<file path="src/rtl/vmem_wq_pkg.sv">
// Shared types and helpers for the VMEM posted-write queue: lane/offset map,
// queue entry layout and byte-enable population count.
package vmem_wq_pkg;

  localparam int LANES       = 4;
  localparam int LINE_ADDR_W = 13;
  localparam int ENTRY_ADDR_W = LINE_ADDR_W + 2;

  // Byte-enable bit N selects the byte at offset (3 - N) within the word.
  localparam logic [1:0] OFFSET_LANE3 = 2'd0;
  localparam logic [1:0] OFFSET_LANE2 = 2'd1;
  localparam logic [1:0] OFFSET_LANE1 = 2'd2;
  localparam logic [1:0] OFFSET_LANE0 = 2'd3;

  typedef struct packed {
    logic [ENTRY_ADDR_W-1:0] addr;
    logic [7:0]              data;
  } vmem_entry_t;

  function automatic logic [2:0] popcount4(input logic [3:0] bits);
    return {2'b00, bits[0]} + {2'b00, bits[1]} + {2'b00, bits[2]} + {2'b00, bits[3]};
  endfunction

  function automatic logic [1:0] lane_for_offset(input logic [1:0] offset);
    return 2'd3 - offset;
  endfunction

endpackage

</file>
<file path="src/rtl/vmem_lane_unpack.sv">
// Splits one CPU byte-lane store into up to four single-byte queue entries,
// packed towards slot 0 in ascending byte-offset order.
module vmem_lane_unpack
  import vmem_wq_pkg::*;
(
  input  logic [29:0]                   cpu_addr,
  input  logic [3:0]                    cpu_byte_en,
  input  logic [31:0]                   cpu_data,
  output vmem_entry_t [LANES-1:0]       entries,
  output logic [2:0]                    need
);

  logic [2:0] slot;
  logic [1:0] offset;
  logic       unused_addr_hi;

  assign unused_addr_hi = ^cpu_addr[29:LINE_ADDR_W];

  // Enabled lanes are compacted so slot k always holds the k-th byte to write.
  always_comb begin
    entries = '0;
    slot    = '0;
    offset  = '0;
    for (int off = 0; off < LANES; off++) begin
      offset = 2'(off);
      if (cpu_byte_en[lane_for_offset(offset)]) begin
        entries[slot[1:0]].addr = {cpu_addr[LINE_ADDR_W-1:0], offset};
        entries[slot[1:0]].data = cpu_data[8*off +: 8];
        slot = slot + 3'd1;
      end
    end
  end

  assign need = popcount4(cpu_byte_en);

endmodule

</file>
<file path="src/rtl/vmem_write_queue.sv">
// Posted-write buffer and drain scheduler for text-mode video memory.
// Optional statistics outputs are enabled with `define VMEM_WQ_STATS_EN.
module vmem_write_queue
  import vmem_wq_pkg::*;
#(
  parameter int DEPTH   = 8,
  parameter int VADDR_W = 15
) (
  input  logic                       clk,
  input  logic                       rst,
  input  logic                       cpu_wr,
  input  logic [29:0]                cpu_addr,
  input  logic [3:0]                 cpu_byte_en,
  input  logic [31:0]                cpu_data,
  output logic                       stall,
  output logic                       vga_wen,
  output logic [VADDR_W-1:0]         vga_addr,
  output logic [7:0]                 vga_data,
  output logic [$clog2(DEPTH):0]     level,
  output logic                       idle
`ifdef VMEM_WQ_STATS_EN
  ,
  output logic [31:0]                stat_stall_cycles,
  output logic [$clog2(DEPTH):0]     stat_max_level
`endif
);

  localparam int PW = $clog2(DEPTH);
  localparam int LW = PW + 1;

  vmem_entry_t [LANES-1:0] new_entries;
  logic [2:0]              need;
  vmem_entry_t             mem [DEPTH];
  logic [PW-1:0]           wr_ptr;
  logic [PW-1:0]           rd_ptr;
  logic [LW-1:0]           room;
  logic [LW-1:0]           level_next;
  logic                    push;
  logic                    pop;

  vmem_lane_unpack u_unpack (
    .cpu_addr    (cpu_addr),
    .cpu_byte_en (cpu_byte_en),
    .cpu_data    (cpu_data),
    .entries     (new_entries),
    .need        (need)
  );

  // Room is judged on the pre-pop level, so a same-edge pop never helps a push.
  assign room       = LW'(DEPTH) - level;
  assign stall      = cpu_wr && (room < LW'(need));
  assign push       = cpu_wr && !stall && (need != 3'd0);
  assign pop        = (level != '0);
  assign level_next = level + (push ? LW'(need) : '0) - (pop ? LW'(1) : '0);
  assign idle       = (level == '0) && !vga_wen;

  always_ff @(posedge clk) begin
    if (push) begin
      for (int i = 0; i < LANES; i++) begin
        if (3'(i) < need) begin
          mem[wr_ptr + PW'(i)] <= new_entries[i];
        end
      end
    end
  end

  always_ff @(posedge clk or negedge rst) begin
    if (!rst) begin
      wr_ptr   <= '0;
      rd_ptr   <= '0;
      level    <= '0;
      vga_wen  <= 1'b0;
      vga_addr <= '0;
      vga_data <= '0;
    end else begin
      level <= level_next;
      if (push) begin
        wr_ptr <= wr_ptr + PW'(need);
      end
      // Address and data only move when a write is issued, holding otherwise.
      if (pop) begin
        rd_ptr   <= rd_ptr + PW'(1);
        vga_wen  <= 1'b1;
        vga_addr <= VADDR_W'(mem[rd_ptr].addr);
        vga_data <= mem[rd_ptr].data;
      end else begin
        vga_wen  <= 1'b0;
      end
    end
  end

`ifdef VMEM_WQ_STATS_EN
  always_ff @(posedge clk or negedge rst) begin
    if (!rst) begin
      stat_stall_cycles <= '0;
      stat_max_level    <= '0;
    end else begin
      if (stall) begin
        stat_stall_cycles <= stat_stall_cycles + 32'd1;
      end
      if (level_next > stat_max_level) begin
        stat_max_level <= level_next;
      end
    end
  end
`endif

endmodule

</file>
<file path="config.mk">
export PLATFORM = sky130hd
export DESIGN_NAME = vmem_write_queue
export DESIGN_NICKNAME = d
export VERILOG_FILES = /design/src/rtl/vmem_wq_pkg.sv /design/src/rtl/vmem_lane_unpack.sv /design/src/rtl/vmem_write_queue.sv
export SDC_FILE = /design/constraint.sdc
export NUM_CORES = 1
export LEC_CHECK = 0
export ABC_AREA = 0
export CAP_MARGIN = 40
export CORE_MARGIN = 4
export CORE_UTILIZATION = 61
export CTS_BUF_LIST = sky130_fd_sc_hd__clkbuf_2 sky130_fd_sc_hd__clkbuf_4 sky130_fd_sc_hd__clkbuf_8
export CTS_CLUSTER_DIAMETER = 30
export DETAILED_ROUTE_END_ITERATION = 6
export GPL_ROUTABILITY_DRIVEN = 0
export PLACE_DENSITY = 0.83
export SLEW_MARGIN = 20
export SYNTH_ARGS = -nofsm -noshare
export SYNTH_HDL_FRONTEND = slang
export SYNTH_SLANG_ARGS = --single-unit
</file>
<file path="constraint.sdc">
create_clock -name clk -period 4.9 [get_ports clk]
set_input_delay 0.735 -clock clk [delete_from_list [all_inputs] [get_ports clk]]
set_output_delay 0.735 -clock clk [all_outputs]
set_load 0.03 [all_outputs]
</file>
==> metrics.yaml, run 1 <==
status:
  status: "complete, but fails checks"
  failed_checks: "DRC"
timing:
  fin_crit_ps: 4130
  setup_viol: 0
  finalWorstSetupSlack_ps: 770
  rsz0062_at_grt: "false"
  min_period_over_period: 0.843
  clock_skew_ps: 28.2
  max-slew-margin-rel: 0.445
  tns_ps: 0
  fmax_ghz: 0.242
  worstMarginPinSlew_ps: 809
  drv_slew: 0
  finalHoldViolCount: 0
global_routing:
  grt_pass1_vias: 10500
  grt_pass1_wl_um: 56700
  grt_max_degree: 50
  grtUsageTotal: 0.300
  antenna_found_initial: 0
  grt-ovfl-total: 0
synth:
  ys.warnings.count: 0
  syn-mean-instance-area_um2: 11.5
  ys_dominant_reg_cell: "edfxtp_1"
  ys_ff_latch: 218
  yosys.area.top_type: "edfxtp_1"
  synth_cell_types: 77
  ys_seq_area_frac: 0.486
  syn_nets: 1234
  synth_cells: 1141
  syn-cell-area_mm2: 0.0131
  synthTopCellsByArea: "edfxtp_1 42%, mux4_2 7.9%, dfrtp_1 6.5%"
  synth_edf_count: 184
  ys_async_sr_fraction: 0.156
  synth_top_area_frac: 0.421
place:
  hpwlAfterDp_um: 25200
  io_buffers: 81
  placedCellCount: 1497
  post-place-ws_ps: 297
setup_path:
  path_max_fanout: 10
  crit_type: "input pin to output pin"
  r2r_start: "wr_ptr[0]$_DFFE_PN0N_"
  cp_num_buf_inv: 6
  cp_top_family: "adder cells"
  required_ps: 4160
  slowest_stage: "clkdlybuf4s50_1"
  path_cells: "clkdlybuf4s50_1 > ha_1 > inv_1 > fa_1 > inv_1 > ha_1 > inv_1 > ha_1 > o21a_1 > o21ai_1 > buf_4 > and3_1 > buf_4"
  critPathCaptureType: "output pin"
  crit_path_max_incr_delay_ps: 430
  critPathLaunchType: "input pin"
  cp.arrival_ps: 3400
  setup.worst_path.start: "cpu_byte_en[1]"
routing:
  drcViolationCount: 17
  drt_iter0_drc: 1692
  first_pass_iters: 7
  antenna_left: 0
  detail_route.wl_per_cell_um: 22.9
  routed_wl_um: 36100
  routed_via_density: 6.68
  via_count: 10500
clock_tree:
  cts_tree: "built"
  clock_sinks: 218
  cts_setup_buffers: 0
  path_clk_slew_ps: 50
  htree_levels: 2
  clk_latency_ps: 560
  cts_hold_buf: 0
  root_buffer: "clkbuf_8"
  cts_buffer_depth: 3
  cts_resized: 0
  numCtsBuffers: 40
die:
  ios: 99
  die_w_um: 155
  rows: 53
  die_h_um: 155
  die_area_mm2: 0.0239
  core_mm2: 0.0211
  initial_core_util: 0.622
run:
  cap_viol_max_count: 0
final_layout:
  fill_cells: 1418
  areaGrowthSynthToFinish_pct: 17.8
  drive_above_1_share: 0.186
  diodes: 0
  utilization: 0.733
  stdcell_count: 1574
  nets: 1360
pwr:
  p_leak_nw: 5.68
  vdd_drop_max_v: 0.000319
  total_power_mw: 9.13
  power.density_mw_per_mm2: 591
worst_hold_path:
  hold_path_class: "input pin to asynchronous set/reset pin"
state kept, by name (all words and copies together) (netlist names):
signal	count
rd_ptr	3
vga_wen	1
vga_addr	15
vga_data	8
wr_ptr	3
level	4
mem	184
layout by cell type (no fill, tap or decap), types with 13 or more instances in the layout:
cell type	count
o21ai_0	87
nand2_1	90
and2_1	83
clkbuf_8	42
a22oi_1	22
nor2_1	59
edfxtp_1	184
ha_1	20
dfrtp_1	32
mux2i_1	48
a222oi_1	22
o221ai_1	23
clkbuf_4	13
inv_1	32
nor2b_1	30
a21oi_1	46
clkdlybuf4s50_1	79
o22a_1	18
o211ai_1	29
mux4_2	46
buf_4	75
worst paths after layout:
path                                       endpoint  slack [ps]  cells after the start
setup / recovery                              stall         770                     13
min in group clk           vga_addr[10]$_DFFE_PN0P_         480                      2
setup reg to reg               mem[2][12]$_DFFE_PP_        1490                     10
max in group asynchronous     rd_ptr[0]$_DFFE_PN0P_        4340                      2
hold reg to reg            vga_addr[10]$_DFFE_PN0P_         480                      2
hold / removal                rd_ptr[2]$_DFFE_PN0P_         100                      1
per-layer routing:
metal  track usage  wire, µm  part of all wire
met5             0         0                 0
met4         0.136      1570             0.044
met3        0.0520      3800              0.11
met2         0.505     17700              0.49
met1         0.383     13000              0.36
cell families (layout without fill, tap and decap cells):
| logic type | count (synthesis) | count (layout) | share of synthesized area |
|---|---|---|---|
| multiplexers | 105 | 105 | 0.126 |
| XOR/XNOR | 12 | 12 | 0.0100 |
| buffers and inverters | 108 | 266 | 0.0377 |
| AND/OR/NAND/NOR | 357 | 357 | 0.147 |
| flip-flops | 218 | 218 | 0.486 |
| AO/OA/AOI/OAI | 317 | 317 | 0.168 |
| adder cells (fa/ha/maj) | 24 | 24 | 0.0252 |
power by group:
part	leakage, nW	switching (mW)	internal (mW)
Combinational	3.14	2.52	1.67
Clock	0.460	0.793	1.12
Sequential	2.08	0.234	2.79
Total	5.68	3.55	5.59
synthesized netlist by cell type, drive strengths merged, types with 6 or more instances:
cell type,number
a21oi,49
a221oi,6
a222oi,22
a22oi,23
a2bb2oi,8
and2,83
and3,12
buf,44
clkbuf,32
dfrtp,34
edfxtp,184
ha,20
inv,32
mux2,10
mux2i,49
mux4,46
nand2,91
nand3,11
nand3b,12
nor2,60
nor2b,30
nor3,15
nor3b,13
nor4,6
o211ai,29
o21ai,102
o221ai,23
o22a,18
xnor2,8
cell type report:
| cell class | count | area, µm² | area share |
|---|---|---|---|
| Timing Repair Buffer | 160 | 1430 | 0.0928 |
| Clock buffer | 53 | 661 | 0.0428 |
| Tap cell | 275 | 344 | 0.0223 |
| Clock inverter | 21 | 245 | 0.0159 |
| Sequential cell | 218 | 6380 | 0.413 |
| Multi-Input combinational cell | 815 | 6260 | 0.406 |
| Inverter | 32 | 120 | 0.00778 |
per-stage QoR:
| stage | area, µm² | hold WS (ps) |
|---|---|---|
| 2_1_floorplan | 13100 | 439 |
| 3_3_place_gp | 14500 | 460 |
| 3_5_place_dp | 14500 | 470 |
| 4_1_cts | 15400 | 92.3 |
| 5_1_grt | 15400 | 107 |
| 6_report | 15400 | 101 |
Power figures use the tool's default switching activity.
==> run 2: changes to the inputs <==
clock period = 4.1 ns   (was 4.9 ns; I/O delays follow)
==> run 2 against run 1 <==
The flow still finishes with violations (DRC); count of clock-buffer cells in the layout fell by 2; combinational power grew 26%; hold slack better by 380 ps; die area is the same; setup slack worse by 410 ps; cell area increased by 4.0%; power up 25%; core utilization up 2.9 points; flip-flop and latch count is the same.
==> metrics.yaml, run 2 (synthesized netlist as in run 1, its figures left out) <==
routing:
  drt_iter0_drc: 1693  # +0.059%
  detail_route.wl_per_cell_um: 23.0  # +0.50%
  first_pass_iters: 7  # unchanged
  routed_via_density: 6.63  # -0.71%
  via_count: 10800  # +2.7%
  drcViolationCount: 46  # +29
  routed_wl_um: 37500  # +3.9%
  antenna_left: 0  # unchanged
timing:
  hold_slack_ps: 482  # +381 ps
  drv_slew: 0  # unchanged
  finalHoldViolCount: 0  # unchanged
  clock_skew_ps: 19.4  # -8.80 ps
  fmax_ghz: 0.267
  setup_viol: 0  # unchanged
  worstMarginPinSlew_ps: 800  # -9.37 ps
  min_period_over_period: 0.912
  fin_crit_ps: 3740
  tns_ps: 0  # unchanged
  rsz0062_at_grt: "false"
  max-slew-margin-rel: 0.463  # +0.0181
place:
  hpwlAfterDp_um: 26500  # +5.0%
  io_buffers: 81  # unchanged
  place_area_mm2: 0.0151  # +4.3%
global_routing:
  grt_pass1_wl_um: 59600  # +5.0%
  met3_usage: 0.0532  # +0.00112
  grt_util_met2: 0.533  # +0.0277
  grtUsageTotal: 0.315  # +0.0144
  grtUsageMet1: 0.401  # +0.0176
  grt_busiest_layer: "met2"
  antenna_found_initial: 1  # +1
  grt_pass1_vias: 10800  # +2.8%
  grt-ovfl-total: 0  # unchanged
  grt_max_degree: 49  # -2.0%
die:
  die_w_um: 155  # unchanged
  core_mm2: 0.0211  # unchanged
  die_area_mm2: 0.0239  # unchanged
  rows: 53  # unchanged
  initial_core_util: 0.622  # unchanged
  die_h_um: 155  # unchanged
  ios: 99  # unchanged
final_layout:
  drive_above_1_share: 0.226  # +0.0399
  layout_commonest_cell: "edfxtp_1"
  diodes: 0  # unchanged
  nets: 1416  # +4.1%
  postLayoutCellArea_mm2: 0.0161  # +4.0%
  top_regs: "mem x184, vga_addr x15, vga_data x8"
  largest-register: "mem"
  most-common-layout-cells: "184 x edfxtp_1, 125 x buf_4, 90 x nand2_1"
  areaGrowthSynthToFinish_pct: 22.4
  largest_reg_flops: 184  # unchanged
  utilization: 0.761  # +0.0290
pwr:
  pwr-share-comb: 0.461  # +0.002
  power.density_mw_per_mm2: 710  # +20%
  total_power_mw: 11.4  # +25%
  p_int_mw: 7.08  # +27%
  seqPwrFrac: 0.331  # about the same
  p_leak_nw: 5.99  # +5.5%
  clockPowerShare: 0.208  # about the same
  p_switching_mw: 4.32  # +22%
  swShare: 0.379  # -0.00934
  vdd_drop_max_v: 0.000403  # +26%
setup_path:
  crit_type: "input pin to flip-flop"
  required_ps: 4430  # +270 ps
  critPathLaunchType: "input pin"
  cp.arrival_ps: 4070  # +670 ps
  critPathCaptureType: "flip-flop"
  path_max_fanout: 19  # +9
clock_tree:
  clk_latency_ps: 540  # -20 ps
  clock_sinks: 218  # unchanged
  numCtsBuffers: 38  # -5.0%
  cts_buffer_depth: 3  # unchanged
  root_buffer: "clkbuf_8"
  cts_tree: "built"
  htree_levels: 2  # unchanged
  path_clk_slew_ps: 60  # about the same
run:
  cap_viol_max_count: 0  # unchanged
status:
  failed_checks: "DRC"
  status: "complete, but fails checks"
worst_hold_path:
  hold_path_class: "flip-flop to flip-flop"
run 2: changes by cell type in the layout (fill, tap and decap cells not counted), moves of 2 or more:
cell	previous run	this run
buf_4	75	125
buf_12	3	11
inv_1	32	27
inv_2	0	5
clkbuf_8	42	38
clkinv_4	5	1
bufinv_16	4	7
ha_1	20	17
ha_4	0	3
clkinv_1	4	2
clkinv_2	2	4
run 2: routing by layer:
metal / wire, µm / share of wire
met3: 3760 / 0.10
met2: 18500 / 0.49
met5: 0 / 0
met4: 1790 / 0.048
met1: 13400 / 0.36
run 2: timing repair:
action / CTS / global route
endpoints found under the hold margin: 10 / 0
setup buffers: 0 / 0
hold buffers: 1 / 0
gates resized for setup: 0 / 0
run 2: area by class of cell:
| cell class | instances | area, µm² |
|---|---|---|
| Sequential cell | 218 | 6380 |
| Multi-Input combinational cell | 815 | 6300 |
| Fill cell | 1315 | 5030 |
| Timing Repair Buffer | 218 | 1990 |
| Clock buffer | 51 | 621 |
| Tap cell | 275 | 344 |
| Clock inverter | 19 | 295 |
| Inverter | 32 | 120 |
run 2: worst max-delay path, stage by stage:
cell	delay (ps)
clkdlybuf4s50_1	460
ha_4	290
inv_2	30
fa_2	360
inv_2	70
ha_4	210
inv_2	70
ha_4	190
o21a_1	110
o21a_1	270
buf_4	170
o21ai_1	330
buf_4	330
o21ai_0	180
a221oi_1	370
run 2: worst paths after layout:
kind	start	end	slack (ps)	cells past startpoint
setup / recovery	cpu_byte_en[1]	mem[4][9]$_DFFE_PP_	360	15
hold / removal	vga_addr[4]$_DFFE_PN0P_	vga_addr[4]$_DFFE_PN0P_	480	2
setup reg to reg	wr_ptr[1]$_DFFE_PN0N_	mem[0][8]$_DFFE_PP_	980	8
hold reg to reg	vga_addr[4]$_DFFE_PN0P_	vga_addr[4]$_DFFE_PN0P_	480	2
max in group asynchronous	rst	rd_ptr[0]$_DFFE_PN0P_	3120	3
min in group asynchronous	rst	vga_wen$_DFF_PN0_	520	2
run 2: power by group through the flow:
stage | registers, mW | clock network (mW) | logic (mW)
floorplan | 3.86 | 0 | 3.19
global route | 3.84 | 2.50 | 5.59
CTS | 3.78 | 2.38 | 5.20
detailed placement | 3.81 | 0 | 5.16
finish | 3.78 | 2.37 | 5.26
global placement | 3.78 | 0 | 4.90
run 2: through the flow:
| stage | cells | setup slack (ps) |
|---|---|---|
| final | 1628 | 361 |
| after global routing | 1628 | 278 |
| after CTS | 1627 | 287 |
| after detailed placement | 1556 | -256 |
| after global placement | 1554 | -99.8 |
| after floorplan | 1141 | -103 |
